$ cat src/rtl/cpu15_defs.sv
// rtl/cpu15_defs.sv - shared stage codes, monitor state encodings and error codes
// for the 15-bit CPU stage-clock generator and its phase monitor.
package cpu15_defs;

  typedef enum logic [1:0] {
    FT_STAGE = 2'b00,
    DC_STAGE = 2'b01,
    EX_STAGE = 2'b10,
    WB_STAGE = 2'b11
  } stage_e;

  typedef enum logic [1:0] {
    UNLOCKED = 2'b00,
    TRACK    = 2'b01,
    LOCKED   = 2'b10,
    FAULT    = 2'b11
  } mon_state_e;

  localparam logic [1:0] ERR_NONE  = 2'b00;
  localparam logic [1:0] ERR_DROP  = 2'b01;
  localparam logic [1:0] ERR_MULTI = 2'b10;
  localparam logic [1:0] ERR_ORDER = 2'b11;

endpackage

$ cat src/rtl/phase_mon_if.sv
// rtl/phase_mon_if.sv - four-phase stage-clock lines plus monitor status outputs.
interface phase_mon_if #(
  parameter int CNT_W = 16
);

  logic             CLK_FT;
  logic             CLK_DC;
  logic             CLK_EX;
  logic             CLK_WB;
  logic             CLR_ERR;
  logic [1:0]       STAGE;
  logic             LOCKED;
  logic             ERR;
  logic [1:0]       ERR_CODE;
  logic [CNT_W-1:0] INSTR_CNT;

  modport master (
    output CLK_FT, CLK_DC, CLK_EX, CLK_WB, CLR_ERR,
    input  STAGE, LOCKED, ERR, ERR_CODE, INSTR_CNT
  );

  modport slave (
    input  CLK_FT, CLK_DC, CLK_EX, CLK_WB, CLR_ERR,
    output STAGE, LOCKED, ERR, ERR_CODE, INSTR_CNT
  );

endinterface

$ cat src/rtl/phase_dec.sv
// rtl/phase_dec.sv - classifies a 4-bit phase sample as one-hot, all-zero or multi-hot
// and returns the index of the set bit when one-hot.
module phase_dec
  import cpu15_defs::*;
(
  input  logic [3:0] ph,
  output logic       onehot,
  output logic       zero,
  output logic       multi,
  output logic [1:0] idx
);

  // Any X/Z bit falls to the default arm, so such a sample is never one-hot.
  always_comb begin
    onehot = 1'b0;
    idx    = FT_STAGE;
    case (ph)
      4'b0001: begin onehot = 1'b1; idx = FT_STAGE; end
      4'b0010: begin onehot = 1'b1; idx = DC_STAGE; end
      4'b0100: begin onehot = 1'b1; idx = EX_STAGE; end
      4'b1000: begin onehot = 1'b1; idx = WB_STAGE; end
      default: ;
    endcase
  end

  assign zero  = (ph == 4'b0000);
  assign multi = ((ph & (ph - 4'd1)) != 4'b0000);

endmodule

$ cat src/rtl/phase_mon.sv
// rtl/phase_mon.sv - stage-clock receiver: acquires lock on clean FT->DC->EX->WB
// rotations, flags protocol violations and counts instruction cycles once locked.
module phase_mon
  import cpu15_defs::*;
#(
  parameter int LOCK_CYC = 2,
  parameter int CNT_W    = 16
) (
  input  logic        CLK,
  input  logic        RST_N,
  phase_mon_if.slave  bus
);

  mon_state_e       state, state_n;
  logic [1:0]       stage, stage_n;
  logic             locked, locked_n;
  logic             err, err_n;
  logic [1:0]       err_code, err_code_n;
  logic [CNT_W-1:0] cnt, cnt_n;
  logic [3:0]       rot, rot_n;

  logic       onehot, zero, multi;
  logic [1:0] idx;
  logic [1:0] exp_idx;
  logic [3:0] rot_inc;
  logic       in_order;

  phase_dec u_dec (
    .ph     ({bus.CLK_WB, bus.CLK_EX, bus.CLK_DC, bus.CLK_FT}),
    .onehot (onehot),
    .zero   (zero),
    .multi  (multi),
    .idx    (idx)
  );

  assign exp_idx  = stage + 2'd1;
  assign rot_inc  = rot + 4'd1;
  assign in_order = onehot && (idx == exp_idx);

  always_ff @(posedge CLK or negedge RST_N) begin
    if (!RST_N) begin
      state    <= UNLOCKED;
      stage    <= FT_STAGE;
      locked   <= 1'b0;
      err      <= 1'b0;
      err_code <= ERR_NONE;
      cnt      <= '0;
      rot      <= '0;
    end else begin
      state    <= state_n;
      stage    <= stage_n;
      locked   <= locked_n;
      err      <= err_n;
      err_code <= err_code_n;
      cnt      <= cnt_n;
      rot      <= rot_n;
    end
  end

  always_comb begin
    state_n    = state;
    stage_n    = stage;
    locked_n   = locked;
    err_n      = err;
    err_code_n = err_code;
    cnt_n      = cnt;
    rot_n      = rot;
    case (state)
      UNLOCKED: begin
        // The capturing sample only seeds STAGE; it never counts as a rotation.
        if (onehot) begin
          stage_n = idx;
          rot_n   = '0;
          state_n = TRACK;
        end
      end
      TRACK: begin
        if (in_order) begin
          stage_n = idx;
          if (idx == WB_STAGE) begin
            if (rot_inc == 4'(LOCK_CYC)) begin
              state_n  = LOCKED;
              locked_n = 1'b1;
              rot_n    = '0;
            end else begin
              rot_n = rot_inc;
            end
          end
        end else begin
          state_n = UNLOCKED;
          rot_n   = '0;
        end
      end
      LOCKED: begin
        if (in_order) begin
          stage_n = idx;
          if (idx == WB_STAGE) cnt_n = cnt + 1'b1;
        end else begin
          state_n  = FAULT;
          locked_n = 1'b0;
          err_n    = 1'b1;
          if (multi)     err_code_n = ERR_MULTI;
          else if (zero) err_code_n = ERR_DROP;
          else           err_code_n = ERR_ORDER;
        end
      end
      FAULT: begin
        if (bus.CLR_ERR) begin
          state_n    = UNLOCKED;
          err_n      = 1'b0;
          err_code_n = ERR_NONE;
        end
      end
      default: state_n = UNLOCKED;
    endcase
  end

  assign bus.STAGE     = stage;
  assign bus.LOCKED    = locked;
  assign bus.ERR       = err;
  assign bus.ERR_CODE  = err_code;
  assign bus.INSTR_CNT = cnt;

endmodule

$ cat src/flat_wrapper.sv
// flat-port wrapper written by rule: the top's interface ports become plain ports
module phase_mon_flat import cpu15_defs::*;
#(
  parameter int LOCK_CYC = 2,
  parameter int CNT_W    = 16
)
  (CLK, RST_N, bus_CLK_FT, bus_CLK_DC, bus_CLK_EX, bus_CLK_WB, bus_CLR_ERR, bus_STAGE, bus_LOCKED, bus_ERR, bus_ERR_CODE, bus_INSTR_CNT);
  phase_mon_if #(.CNT_W(CNT_W)) bus_i ();
  input  logic CLK;
  input  logic RST_N;
  input wire logic [$bits(bus_i.CLK_FT)-1:0] bus_CLK_FT;
  input wire logic [$bits(bus_i.CLK_DC)-1:0] bus_CLK_DC;
  input wire logic [$bits(bus_i.CLK_EX)-1:0] bus_CLK_EX;
  input wire logic [$bits(bus_i.CLK_WB)-1:0] bus_CLK_WB;
  input wire logic [$bits(bus_i.CLR_ERR)-1:0] bus_CLR_ERR;
  output wire logic [$bits(bus_i.STAGE)-1:0] bus_STAGE;
  output wire logic [$bits(bus_i.LOCKED)-1:0] bus_LOCKED;
  output wire logic [$bits(bus_i.ERR)-1:0] bus_ERR;
  output wire logic [$bits(bus_i.ERR_CODE)-1:0] bus_ERR_CODE;
  output wire logic [$bits(bus_i.INSTR_CNT)-1:0] bus_INSTR_CNT;
  assign bus_i.CLK_FT = bus_CLK_FT;
  assign bus_i.CLK_DC = bus_CLK_DC;
  assign bus_i.CLK_EX = bus_CLK_EX;
  assign bus_i.CLK_WB = bus_CLK_WB;
  assign bus_i.CLR_ERR = bus_CLR_ERR;
  assign bus_STAGE = bus_i.STAGE;
  assign bus_LOCKED = bus_i.LOCKED;
  assign bus_ERR = bus_i.ERR;
  assign bus_ERR_CODE = bus_i.ERR_CODE;
  assign bus_INSTR_CNT = bus_i.INSTR_CNT;
  phase_mon #(.LOCK_CYC(LOCK_CYC), .CNT_W(CNT_W)) u_core (.CLK(CLK), .RST_N(RST_N), .bus(bus_i));
endmodule
$ cat config.mk
export PLATFORM = sky130hd
export DESIGN_NAME = phase_mon_flat
export DESIGN_NICKNAME = d
export VERILOG_FILES = /design/src/rtl/cpu15_defs.sv /design/src/rtl/phase_mon_if.sv /design/src/rtl/phase_dec.sv /design/src/rtl/phase_mon.sv /design/src/flat_wrapper.sv
export SDC_FILE = /design/constraint.sdc
export NUM_CORES = 1
export LEC_CHECK = 0
export ABC_CLOCK_PERIOD_IN_PS = 3100
export CELL_PAD_IN_SITES_DETAIL_PLACEMENT = 0
export CELL_PAD_IN_SITES_GLOBAL_PLACEMENT = 1
export CORE_MARGIN = 2
export CORE_UTILIZATION = 42
export CTS_BUF_LIST = sky130_fd_sc_hd__clkbuf_8
export CTS_CLUSTER_SIZE = 40
export DETAILED_ROUTE_END_ITERATION = 10
export PLACE_DENSITY_LB_ADDON = 0.25
export SYNTH_ARGS = -nofsm -noshare
export SYNTH_HDL_FRONTEND = slang
export SYNTH_HIERARCHICAL = 1
export SYNTH_SLANG_ARGS = --single-unit
export TNS_END_PERCENT = 100
$ cat constraint.sdc
create_clock -name CLK -period 3.1 [get_ports CLK]
set_input_delay 0.465 -clock CLK [delete_from_list [all_inputs] [get_ports CLK]]
set_output_delay 0.465 -clock CLK [all_outputs]
set_load 0.01 [all_outputs]
==> run metrics <==
outcome finished clean; Mapped Area 1750 µm²; R2R Path Start u_core/rot[0]; first drt pass iteration count 4; min cycle time layout between 2 and 3 ns; clock sinks 28; register area share after synthesis 40.1%; Max-slew headroom 73.2%; IO Port Bufs 28; complex-gate fraction of the synthesized area 15.1%; most common cell in the netlist dfrtp_1; DRT iter0 DRCs 40; Pins Over Slew Limit 0; Crit path depth 10; first-pass GRT wire length 6050 µm; Post-synth EDFFs 0; LEAKAGE 0.000914 µW; largest net degree at the start of global routing 29; cell row count 23; total congestion overflow 0; Max Cap Violations 0; DRT antenna net count 0; CP arrival roughly 2.9 ns; Yosys cell types 52; ys async rst share 100%; io pins 29; CP Launch Point bus_CLK_DC; Synth Area in XOR/XNOR 9.46%; PD cells 586 nW/µm²; met3 routed WL about 120 µm; vias per cell approximately 5.6; clock insertion delay at the later pin of the skew report 0.27 ns; Fmax achieved 0.372 GHz; hold crit path type flop to flop; simple-gate portion of the synthesized area 21.8%; initial core utilization between 40% and 50%; H-tree lvl count 1; Mapped Avg Cell Area 10.1 µm²; Reg2Reg Depth 6; initial antenna violation count 0; most frequent CP cell buf_4; detailed-route via count between 1k and 1.5k; Post-DP HPWL 2720 µm; Syn Nets about 190; Die Ht 68.5 µm; mux contribution to synthesized area 3.01%; total power between 1000 and 1500 µW; final RePlAce weighted congestion 0.747; Num CTS Buffers 3; n_diodes 0; Core ar. 4000 µm²; Crit Path Class input port to flop; CP delay by family, top buffers and inverters; cell count after synthesis 173; top sig layer met4; Clk pin slew, worst setup/hold paths about 0.10 ns; GRT Util Overall 17.0%; Die W 68.5 µm; Worst VDD drop 0.581 mV; Worst-Margin Slew 0.401 ns; final setup fails 0; met2 WL 1870 µm; overall routed net length roughly 3600 µm; area grow syn2layout 24.5%; clock root buffer clkbuf_8; leading cell types by count after synthesis dfrtp_1, nand2_1, xnor2_1, nor2_1; Crit path buffers/inverters 3; critical path fanouts, max 8; kind of start point of the critical path input port; top cells by area, synth dfrtp_1, xnor2_1, ha_1; dominant synthesized flop cell dfrtp_1; fill count 357; CTS tree done; clock buffer depth 2; hold_sp u_core/bus.INSTR_CNT[15]; number of nets in the layout 224; Seq cells post-synth 28; Wirelength per Cell ~14 µm; Setup crit end kind flop; Die Area 4690 µm²; count of unresolved DRC violations after routing 0; warnings from Yosys 6; Resized cells post-CTS 0; Hold Path Depth 1; Adder-Cell Fraction of Synth Area 5.73%; top-area cell type share of the netlist area around two fifths; clock skew 0.00420 ns; ordered cell list for the critical path clkdlybuf4s50_1 > or4b_1 > o211ai_1 > buf_4 > nand3b_1 > mux2i_1 > buf_4 > nor2_1 > a21o_1 > a22o_1; number of global-route vias before repair 1353; Max stage delay on crit path 0.55 ns; largest area contributor in the netlist dfrtp_1; setup tns final 0 ns; final worst path period share 86.7%; # Post-CTS Setup Buffers 0; CP max-delay cell or4b_1; cts hold-fix bufs 0; layout cells sized above 1 between 10% and 20%; largest family of logic cells by synthesized area simple AND/OR/NAND/NOR gates; CP required about 3.3 ns; metal1 wirelength 1600 µm; Hold Violations, Final 0; RSZ-0062 raised after global routing no
-- final timing paths --
path	end	slack (ns)
min in group asynchronous	u_core/rot[3]	0.57
max reg2reg	flop	1.02
min reg2reg	u_core/bus.INSTR_CNT[15]	0.48
max in group asynchronous	u_core/rot[0]	2.27
max	u_core/bus.ERR	0.41
min	u_core/bus.INSTR_CNT[15]	0.48
-- flip-flops by register name, indices dropped and copies added, names as in the netlist, named ones only --
signal                cells
u_core/bus.ERR            1
u_core/bus.ERR_CODE       2
u_core/bus.INSTR_CNT     16
u_core/bus.LOCKED         1
u_core/bus.STAGE          2
u_core/rot                4
u_core/state              1
-- metal layers --
metal / GRT usage [%] / vias to the layer above
met5: 0 / -
li1: - / 695
met4: 5.00 / 0
met3: 1.97 / 2
met1: 21.6 / 717
met2: 29.9 / 37
-- power by group --
group          switching [µW]  leakage [µW]  internal (µW)
registers                63.0      0.000379            408
clock network             115     0.0000357            173
logic                     255      0.000499            260
total                     433      0.000914            841
-- cell families after synthesis --
group           after synthesis
simple gates                 66
compound gates               35
flops                        28
xor+xnor                     18
buf+inv                      13
fa+ha+maj                     8
mux                           5
-- stage by stage --
stage	instance area [µm²]	hold WS, ns	setup WS [ns]	cells	util (%)
2_1_floorplan	1750	0.169	0.705	173	-
3_3_place_gp	2100	0.460	0.247	254	52.5
3_5_place_dp	2100	0.474	0.160	254	52.5
4_1_cts	2170	0.490	0.455	258	54.3
5_1_grt	2170	0.506	0.192	258	54.3
6_report	2170	0.485	0.412	258	54.3
-- layout make-up --
cell class / instances / area [µm²] / share of cell area, %
Clock buffer: 3 / 41.3 / 1.90
Inverter: 6 / 22.5 / 1.04
Tap cell: 50 / 62.6 / 2.88
Multi-Input combinational cell: 132 / 961 / 44.2
Sequential cell: 28 / 701 / 32.2
Timing Repair Buffer: 38 / 355 / 16.4
Clock inverter: 1 / 30.0 / 1.38
-- cell usage in the layout, fill, tap and decap left out, types with 4 or more instances in the layout --
| master | count |
|---|---|
| clkdlybuf4s50_1 | 28 |
| nand4_1 | 8 |
| xnor2_1 | 12 |
| nand2_1 | 15 |
| nand3_1 | 6 |
| o21ai_0 | 4 |
| inv_1 | 6 |
| a21oi_1 | 4 |
| buf_4 | 10 |
| ha_1 | 8 |
| xor2_1 | 5 |
| dfrtp_1 | 28 |
| a22o_1 | 4 |
| nor3_1 | 4 |
| nor2_1 | 10 |
(Power assumes the default switching activity.)
